==> config.mk <==
export PLATFORM = sky130hd
export DESIGN_NAME = register_file
export DESIGN_NICKNAME = d
export VERILOG_FILES = /design/src/rtl/register_file_pkg.sv /design/src/rtl/register_file_dump_sequencer.sv /design/src/rtl/register_file.sv
export SDC_FILE = /design/constraint.sdc
export NUM_CORES = 2
export LEC_CHECK = 0
export CORE_ASPECT_RATIO = 1.5
export CORE_MARGIN = 10
export CORE_UTILIZATION = 40
export CTS_CLUSTER_DIAMETER = 40
export DETAILED_ROUTE_END_ITERATION = 10
export GPL_ROUTABILITY_DRIVEN = 1
export GPL_TIMING_DRIVEN = 1
export PLACE_DENSITY_LB_ADDON = 0.2
export SYNTH_ARGS = -nofsm -noshare
export SYNTH_HDL_FRONTEND = slang
export SYNTH_SLANG_ARGS = --single-unit
==> constraint.sdc <==
create_clock -name clock -period 5.15 [get_ports clock]
set_input_delay 1.03 -clock clock [delete_from_list [all_inputs] [get_ports clock]]
set_output_delay 1.03 -clock clock [all_outputs]
set_load 0.02 [all_outputs]
==> src/rtl/register_file_pkg.sv <==
// Shared sizing defaults and dump-sequencer state encoding for the architectural register file.
package register_file_pkg;

    localparam int DEFAULT_ADDRESS_WIDTH = 6;
    localparam int DEFAULT_DATA_WIDTH    = 32;

    function automatic int depth_of(input int address_width);
        return 1 << address_width;
    endfunction

    typedef enum logic [1:0] {
        DUMP_IDLE = 2'd0,
        DUMP_SCAN = 2'd1,
        DUMP_DONE = 2'd2
    } dump_state_t;

endpackage

==> src/rtl/register_file_dump_sequencer.sv <==
// Walks every register-file entry once per dump request and presents it on a valid/ready stream.
module register_file_dump_sequencer
    import register_file_pkg::*;
#(
    parameter int ADDRESS_WIDTH = DEFAULT_ADDRESS_WIDTH,
    parameter int DATA_WIDTH    = DEFAULT_DATA_WIDTH
) (
    input  logic                     clock,
    input  logic                     reset,
    input  logic                     start,
    input  logic                     ready,
    input  logic [DATA_WIDTH-1:0]    entry_value,
    output logic                     valid,
    output logic                     done,
    output logic [ADDRESS_WIDTH-1:0] address,
    output logic [DATA_WIDTH-1:0]    value,
    output dump_state_t              state
);

    localparam logic [ADDRESS_WIDTH-1:0] LAST_INDEX = '1;

    dump_state_t              next_state;
    logic [ADDRESS_WIDTH-1:0] index;
    logic [ADDRESS_WIDTH-1:0] next_index;

    always_ff @(posedge clock or negedge reset) begin
        if (!reset) begin
            state <= DUMP_IDLE;
            index <= '0;
        end else begin
            state <= next_state;
            index <= next_index;
        end
    end

    // Handshake: a beat transfers on a rising edge where valid and ready are both high;
    // valid never drops and address never changes until that transfer happens.
    always_comb begin
        next_state = state;
        next_index = index;
        valid      = 1'b0;
        done       = 1'b0;
        case (state)
            DUMP_IDLE: begin
                if (start) begin
                    next_state = DUMP_SCAN;
                    next_index = '0;
                end
            end
            DUMP_SCAN: begin
                valid = 1'b1;
                if (ready) begin
                    next_index = index + 1'b1;
                    if (index == LAST_INDEX) begin
                        next_state = DUMP_DONE;
                    end
                end
            end
            DUMP_DONE: begin
                done       = 1'b1;
                next_state = DUMP_IDLE;
            end
            default: begin
                next_state = DUMP_IDLE;
            end
        endcase
    end

    assign address = index;
    // The parent returns the bypassed live entry, so a held beat follows in-flight writes.
    assign value   = entry_value;

endmodule

==> src/rtl/register_file.sv <==
// Architectural register file: two combinational read ports with write-through bypass,
// one write port, entry 0 hardwired to zero, a debug dump stream and a committed-write counter.
module register_file
    import register_file_pkg::*;
#(
    parameter int ADDRESS_WIDTH = DEFAULT_ADDRESS_WIDTH,
    parameter int DATA_WIDTH    = DEFAULT_DATA_WIDTH
) (
    input  logic                     clock,
    input  logic                     reset,
    input  logic [ADDRESS_WIDTH-1:0] register_file_read_address_1,
    input  logic [ADDRESS_WIDTH-1:0] register_file_read_address_2,
    output logic [DATA_WIDTH-1:0]    register_file_read_value_1,
    output logic [DATA_WIDTH-1:0]    register_file_read_value_2,
    input  logic [ADDRESS_WIDTH-1:0] register_file_write_address,
    input  logic [DATA_WIDTH-1:0]    register_file_write_value,
    input  logic                     register_file_write_enable,
    input  logic                     dump_start,
    output logic                     dump_busy,
    output logic                     dump_valid,
    input  logic                     dump_ready,
    output logic [ADDRESS_WIDTH-1:0] dump_address,
    output logic [DATA_WIDTH-1:0]    dump_value,
    output logic                     dump_done,
    output logic [31:0]              write_count
);

    localparam int DEPTH = depth_of(ADDRESS_WIDTH);

    logic [DATA_WIDTH-1:0] entries [DEPTH];
    logic                  write_hit;
    logic [DATA_WIDTH-1:0] dump_entry_value;
    dump_state_t           dump_state;

    assign write_hit = register_file_write_enable && (register_file_write_address != '0);

    function automatic logic [DATA_WIDTH-1:0] bypass_read(
        input logic [ADDRESS_WIDTH-1:0] address,
        input logic [DATA_WIDTH-1:0]    stored,
        input logic                     hit,
        input logic [ADDRESS_WIDTH-1:0] write_address,
        input logic [DATA_WIDTH-1:0]    write_value
    );
        if (address == '0) begin
            return '0;
        end else if (hit && (write_address == address)) begin
            return write_value;
        end
        return stored;
    endfunction

    always_ff @(posedge clock or negedge reset) begin
        if (!reset) begin
            for (int i = 0; i < DEPTH; i++) begin
                entries[i] <= '0;
            end
            write_count <= '0;
        end else if (write_hit) begin
            entries[register_file_write_address] <= register_file_write_value;
            write_count                          <= write_count + 32'd1;
        end
    end

    always_comb begin
        register_file_read_value_1 = bypass_read(register_file_read_address_1,
            entries[register_file_read_address_1], write_hit,
            register_file_write_address, register_file_write_value);
        register_file_read_value_2 = bypass_read(register_file_read_address_2,
            entries[register_file_read_address_2], write_hit,
            register_file_write_address, register_file_write_value);
        dump_entry_value = bypass_read(dump_address, entries[dump_address], write_hit,
            register_file_write_address, register_file_write_value);
    end

    register_file_dump_sequencer #(
        .ADDRESS_WIDTH (ADDRESS_WIDTH),
        .DATA_WIDTH    (DATA_WIDTH)
    ) u_dump_sequencer (
        .clock       (clock),
        .reset       (reset),
        .start       (dump_start),
        .ready       (dump_ready),
        .entry_value (dump_entry_value),
        .valid       (dump_valid),
        .done        (dump_done),
        .address     (dump_address),
        .value       (dump_value),
        .state       (dump_state)
    );

    assign dump_busy = (dump_state != DUMP_IDLE);

endmodule
# Word level (Yosys, flattened, before mapping)
# Index checks and enable logic that the tools add are counted.
# W data, S select, Z words.
# totals
output_inout_bits,137
ff_bits,2088
wordCells,137
in_bits,55
# classes
n_addsub,2
n_mux,36
n_eq_ne,9
order_cmp,5
reduce_logical,14
bitwise,4
# ops
operator,n
$bwmux W2048,1
$bmux W32 S6,3
$mux W32,16
$demux W32 S6,1
$add A32 B1 Y32 const B,1
$ge A7 B7 Y1 const B,4
$not A6 Y7,4
$eq A6 B6 Y1,3
$logic_not A6 Y1,3
$mux W6,2
$pmux W6 S2,1
$mux W1,8
$lt A7 B1 Y1 const B,1
$add A6 B1 Y6 const B,1
$eq A6 B6 Y1 const B,1
$mux W2,3
$reduce_and A3 Y1,2
$reduce_bool A6 Y1,1
$logic_and A1 B1 Y1,5
$ne A2 B2 Y1 const B,2
$pmux W2 S2,1
$reduce_bool A2 Y1,2
$eq A2 B1 Y1 const B,1
$eq A2 B2 Y1 const B,1
2 further kinds,2

# Longest topological paths before layout
# logic_depth
word_depth,6
depth_mapped,14
depth_no_buf,6

# By module
# A second synthesis with hierarchy kept.
# unflattened
hier_cells,8766
area_unflattened_um2,129072.5
# modules_own_cells
module,area_each_um2,n_inst,seq_area_each_um2,cells_each
register_file,128405.7,1,52049.9,8691
register_file_dump_sequencer,666.9,1,200.2,75

# Worst setup path after synthesis
# Ideal clock, no wire load.
# synth_timing
path_kind,input-to-output
from,in register_file_write_address[1]
to,out register_file_read_value_1[17]
path_slack_ns,0.589
stages,7
arrival_time_ns,3.531
t_required_ns,4.120
n_path_buf,3
cell_sequence,buf_2 or3_1 buf_2 o41a_1 and4_1 clkbuf_1 a2111oi_0
# synth_between
elab_chain_len,6
elab_cells_between_ends,7
cone_classes,1 x eq/ne; 3 x mux; 3 x reduce/logical
# synth_lines
element,line,source
start: declaration,register_file.sv:15,"input logic [ADDRESS_WIDTH-1:0] register_file_write_address,"
$reduce_bool A6 Y1,register_file.sv:35,assign write_hit = register_file_write_enable && (register_file_write_address != '0);
$logic_and A1 B1 Y1,register_file.sv:35,
$logic_and A1 B1 Y1 *,register_file.sv:46,end else if (hit && (write_address == address)) begin
$mux W1 *,register_file.sv:46,
$mux W1 *,register_file.sv:44,if (address == '0) begin
$mux W32 *,register_file.sv:49,return stored;
end: declaration,register_file.sv:13,"output logic [DATA_WIDTH-1:0] register_file_read_value_1,"
# Mark *: on every way between the ends. The rest lies on a longest branch, timed or not.

# Final worst setup path
# layout_timing
from,in register_file_read_address_2[1]
to,out register_file_read_value_2[9]
# layout_between
elab_chain_len,5
elab_cells_between_ends,11
cone_classes,1 x eq/ne; 7 x mux; 1 x bitwise; 2 x reduce/logical
# layout_lines
element,line,source
start: declaration,register_file.sv:12,"input logic [ADDRESS_WIDTH-1:0] register_file_read_address_2,"
$not A6 Y7 (implied by the code) / $eq A6 B6 Y1 (equally long branches),"register_file.sv:69, register_file.sv:46",
$bmux W32 S6 / $logic_and A1 B1 Y1 (equally long branches),"register_file.sv:69, register_file.sv:46",
$mux W32 (implied by the code) / $mux W1 (equally long branches),"register_file.sv:69, register_file.sv:46",
$mux W32 (implied by the code) / $mux W1 (equally long branches),"register_file.sv:69, register_file.sv:44",
$mux W32 *,register_file.sv:49,
end: declaration,register_file.sv:14,"output logic [DATA_WIDTH-1:0] register_file_read_value_2,"
# Mark *: on every way between the ends. The rest lies on a longest branch, timed or not. The select of a mux whose other input is x is not followed.

==> impl_metrics.env <==
export IMPL_cts_sinks=2088
export IMPL_synthTopCellsByArea="dfrtp_1 41%, mux4_2 28%, mux2_2 18%"
export IMPL_synth_flop_cell="dfrtp_1"
export IMPL_netlist_top_cells_count="2088 x dfrtp_1, 2078 x mux2_2, 1608 x mux4_2"
export IMPL_yosysSeqAreaShare_pct=40.67
export IMPL_power_frac_comb_pct=31.4
export IMPL_p_switching_mw=20.63
export IMPL_fin_ws_ps=-68.18
export IMPL_ios=192
export IMPL_synth_area_per_cell_um2=14.96
export IMPL_cts_tree="built"
export IMPL_pre_cts_slack_ps=-579.1
export IMPL_use_met1_pct=39.89
export IMPL_fin_crit_ps=5218
export IMPL_clockRootBuffer="clkbuf_16"
export IMPL_cp_top_family="simple AND/OR/NAND/NOR gates"
export IMPL_final_setup_skew_ps=18.33
export IMPL_path_max_fanout=16
export IMPL_clk_latency_ps=920
export IMPL_grt_use_met3_pct=9.973
export IMPL_coreArea_um2=319400
export IMPL_h_tree_depth=5
export IMPL_synthToLayoutAreaGrowth_pct=18.66
export IMPL_p_int_mw=41.38
export IMPL_swShare_pct=33.27
export IMPL_viasPerCell=6.993
export IMPL_path_cells="buf_8, buf_4, nor2b_4, a22oi_1, and3_1, a31oi_1, o21ai_0, buf_4, o21ai_0, buf_4, buf_12"
export IMPL_final_nets=8995
export IMPL_wire_per_inst_um=44.02
export IMPL_required_ps=4120
export IMPL_place_congestion=0.9478
export IMPL_period_share_pct=101.3
export IMPL_antenna_found_initial=46
export IMPL_leakage_nw=64.62
export IMPL_max_slew_margin_pct=22.08
export IMPL_syn_instance_count=8589
export IMPL_initial_core_util_pct=40.22
export IMPL_grt_pass1_wl_um=812100
export IMPL_drv_slew=0
export IMPL_n_fill_cell=27476
export IMPL_routed_wl_um=591400
export IMPL_grt_busiest_layer="met2"
export IMPL_grtUsageMet2_pct=50.17
export IMPL_hold_violations=1
export IMPL_rsz0062_at_grt="yes"
export IMPL_syn_nets=8647
export IMPL_track_usage_pct=33.74
export IMPL_grt_overflow=0
export IMPL_max_clock_freq_mhz=191.6
export IMPL_dieWidth_um=482.7
export IMPL_synth_warnings=0
export IMPL_pwr_share_seq_pct=33.6
export IMPL_first_global_vias=96221
export IMPL_critical_path_max_stage_delay_ps=870
export IMPL_drive_gt1_share_pct=58.30
export IMPL_drt_iter0_markers=11567
export IMPL_worstPathArrival_ps=4190
export IMPL_crit_top_cell="buf_4"
export IMPL_yosys_area_top_type="dfrtp_1"
export IMPL_ant_nets=0
export IMPL_row_count=254
export IMPL_ys_ff_latch=2088
export IMPL_dr_pass1_iters=5
export IMPL_synthArstFlopShare_pct=100.0
export IMPL_cp_num_buf_inv=5
export IMPL_syn_area_um2=128500
export IMPL_grt_max_degree=163
export IMPL_yosysMostFrequentCell="dfrtp_1"
export IMPL_synth_cell_types=71
export IMPL_synth_edf_count=0
export IMPL_die_h_um=714.1
export IMPL_cts_made_buffers=298
export IMPL_clkTransAtPathRegs_ps=60
export IMPL_violations="negative hold slack, negative setup slack"
export IMPL_critical_path_class="input pin to primary output"
export IMPL_vdd_drop_max_uv=309.2
export IMPL_endpoint_kind="primary output"
export IMPL_fin_cells=13435
export IMPL_place_inst=12813
export IMPL_post_route_drc_count=0
export IMPL_status="complete, but fails checks"
export IMPL_p_per_area_nw_per_um2=406.8
export IMPL_setup_violations=4
export IMPL_finalHoldWorstSlack_ps=-11.42
export IMPL_total_power_mw=62.02
export IMPL_dieArea_um2=344700
export IMPL_port_buffers=191
export IMPL_startpoint_type="input pin"
export IMPL_hp_class="input pin to asynchronous set/reset pin"
export IMPL_hpwl_um=388600
export IMPL_worstMarginPinSlew_ps=1169
export IMPL_clk_path_buf_depth=4
export IMPL_utilization_pct=47.73
export IMPL_drv_cap=0
export IMPL_synth_top_area_share_pct=40.67
export IMPL_power_frac_clock_pct=35.0
export IMPL_worst_path_max_delay_cell="nor2b_4"
export IMPL_vias=93949
stage by stage:
stage	area, um^2	setup TNS, ps
2_1_floorplan	128500	0
3_3_place_gp	140700	-7203
3_5_place_dp	140700	-6353
4_1_cts	152200	-4.632
5_1_grt	152400	-45.76
6_report	152400	-143.3
flip-flops by register name, indices dropped and copies added (netlist names):
| register | cells |
|---|---|
| u_dump_sequencer.address | 6 |
| write_count | 32 |
| u_dump_sequencer.state | 2 |
| entries | 2048 |
worst paths after layout:
kind	start	end	slack, ps	cells after the start
max	register_file_read_address_2[1]	register_file_read_value_2[9]	-70	11
min	reset	entries[1486]	-10	1
max reg2reg	u_dump_sequencer.address[5]	u_dump_sequencer.state[0]	3230	6
min reg2reg	entries[2032]	entries[2032]	420	0
max in group asynchronous	reset	entries[767]	3380	2
min in group clock	entries[2032]	entries[2032]	420	0
worst reg2reg max path: stages, from the launching register on:
cell,delay (ps)
dfrtp_2,600
buf_4,350
nand2_1,240
buf_4,270
nor2_1,130
nand2_1,60
a21o_1,180
area by class of cell:
cell class	count	area [um^2]	share of cell area, %
antenna	44	110.1	0.07223
clock buffer	360	8213	5.388
clock inverter	170	2033	1.334
inverter	11	43.79	0.02873
multi-input combinational	5481	72620	47.64
sequential	2088	52270	34.29
tap	4224	5285	3.467
timing repair buffer	1057	11870	7.783
routing by layer:
| layer | share of wire [%] | vias to the layer above |
|---|---|---|
| met5 | 0.025 | - |
| met1 | 34 | 50598 |
| met4 | 11 | 20 |
| li1 | - | 34922 |
| met2 | 44 | 6320 |
| met3 | 11 | 2089 |
power groups by stage:
stage / combinational, mW / clock (mW) / sequential (mW)
after floorplan: 11.4 / 0 / 20.2
after detailed placement: 18.3 / 0 / 21.2
after CTS: 19.3 / 21.9 / 20.8
final: 19.5 / 21.7 / 20.8
after global placement: 18.1 / 0 / 21.0
after global routing: 20.0 / 22.6 / 21.1
kinds of logic (layout without fill, tap and decap cells):
| family | Yosys count | in the layout | synth area share [%] |
|---|---|---|---|
| other cells | 0 | 44 | 0 |
| simple gates | 709 | 709 | 2.561 |
| compound gates | 632 | 632 | 3.358 |
| mux | 4085 | 4085 | 49.51 |
| buf+inv | 1020 | 1598 | 3.509 |
| xor+xnor | 52 | 52 | 0.3545 |
| flops | 2088 | 2088 | 40.67 |
| fa+ha+maj | 3 | 3 | 0.02922 |
layout by cell type, fill, tap and decap left out, types with 22 or more instances in the layout:
master	instances
clkinv_4	22
o211ai_1	22
diode_2	44
nor2b_1	42
buf_12	254
o22ai_1	78
mux2i_1	387
xnor2_1	32
nand2_1	235
buf_16	22
clkinv_2	33
dfrtp_1	2082
inv_6	44
bufinv_16	30
buf_2	31
a31oi_1	22
buf_4	659
a22oi_1	59
a221o_1	23
a21oi_1	96
clkbuf_8	32
nand4_1	23
o221ai_1	32
nand2b_1	24
clkinvlp_4	27
nor2_4	50
nor2_1	94
clkbuf_16	308
nand3_1	77
a221oi_1	32
mux2_2	2070
nor3_1	62
mux4_2	1608
clkdlybuf4s50_1	59
o21ai_0	119
a211oi_1	39
timing repair:
action                     in CTS  in global routing
setup buffers                  34                  2
gates cloned                   13                  0
hold buffers                    0                  0
setup endpoints to repair      57                 39
pin swaps                       5                  3
gates resized for setup       105                 25
Note: power is estimated with default switching activity, not from simulation.
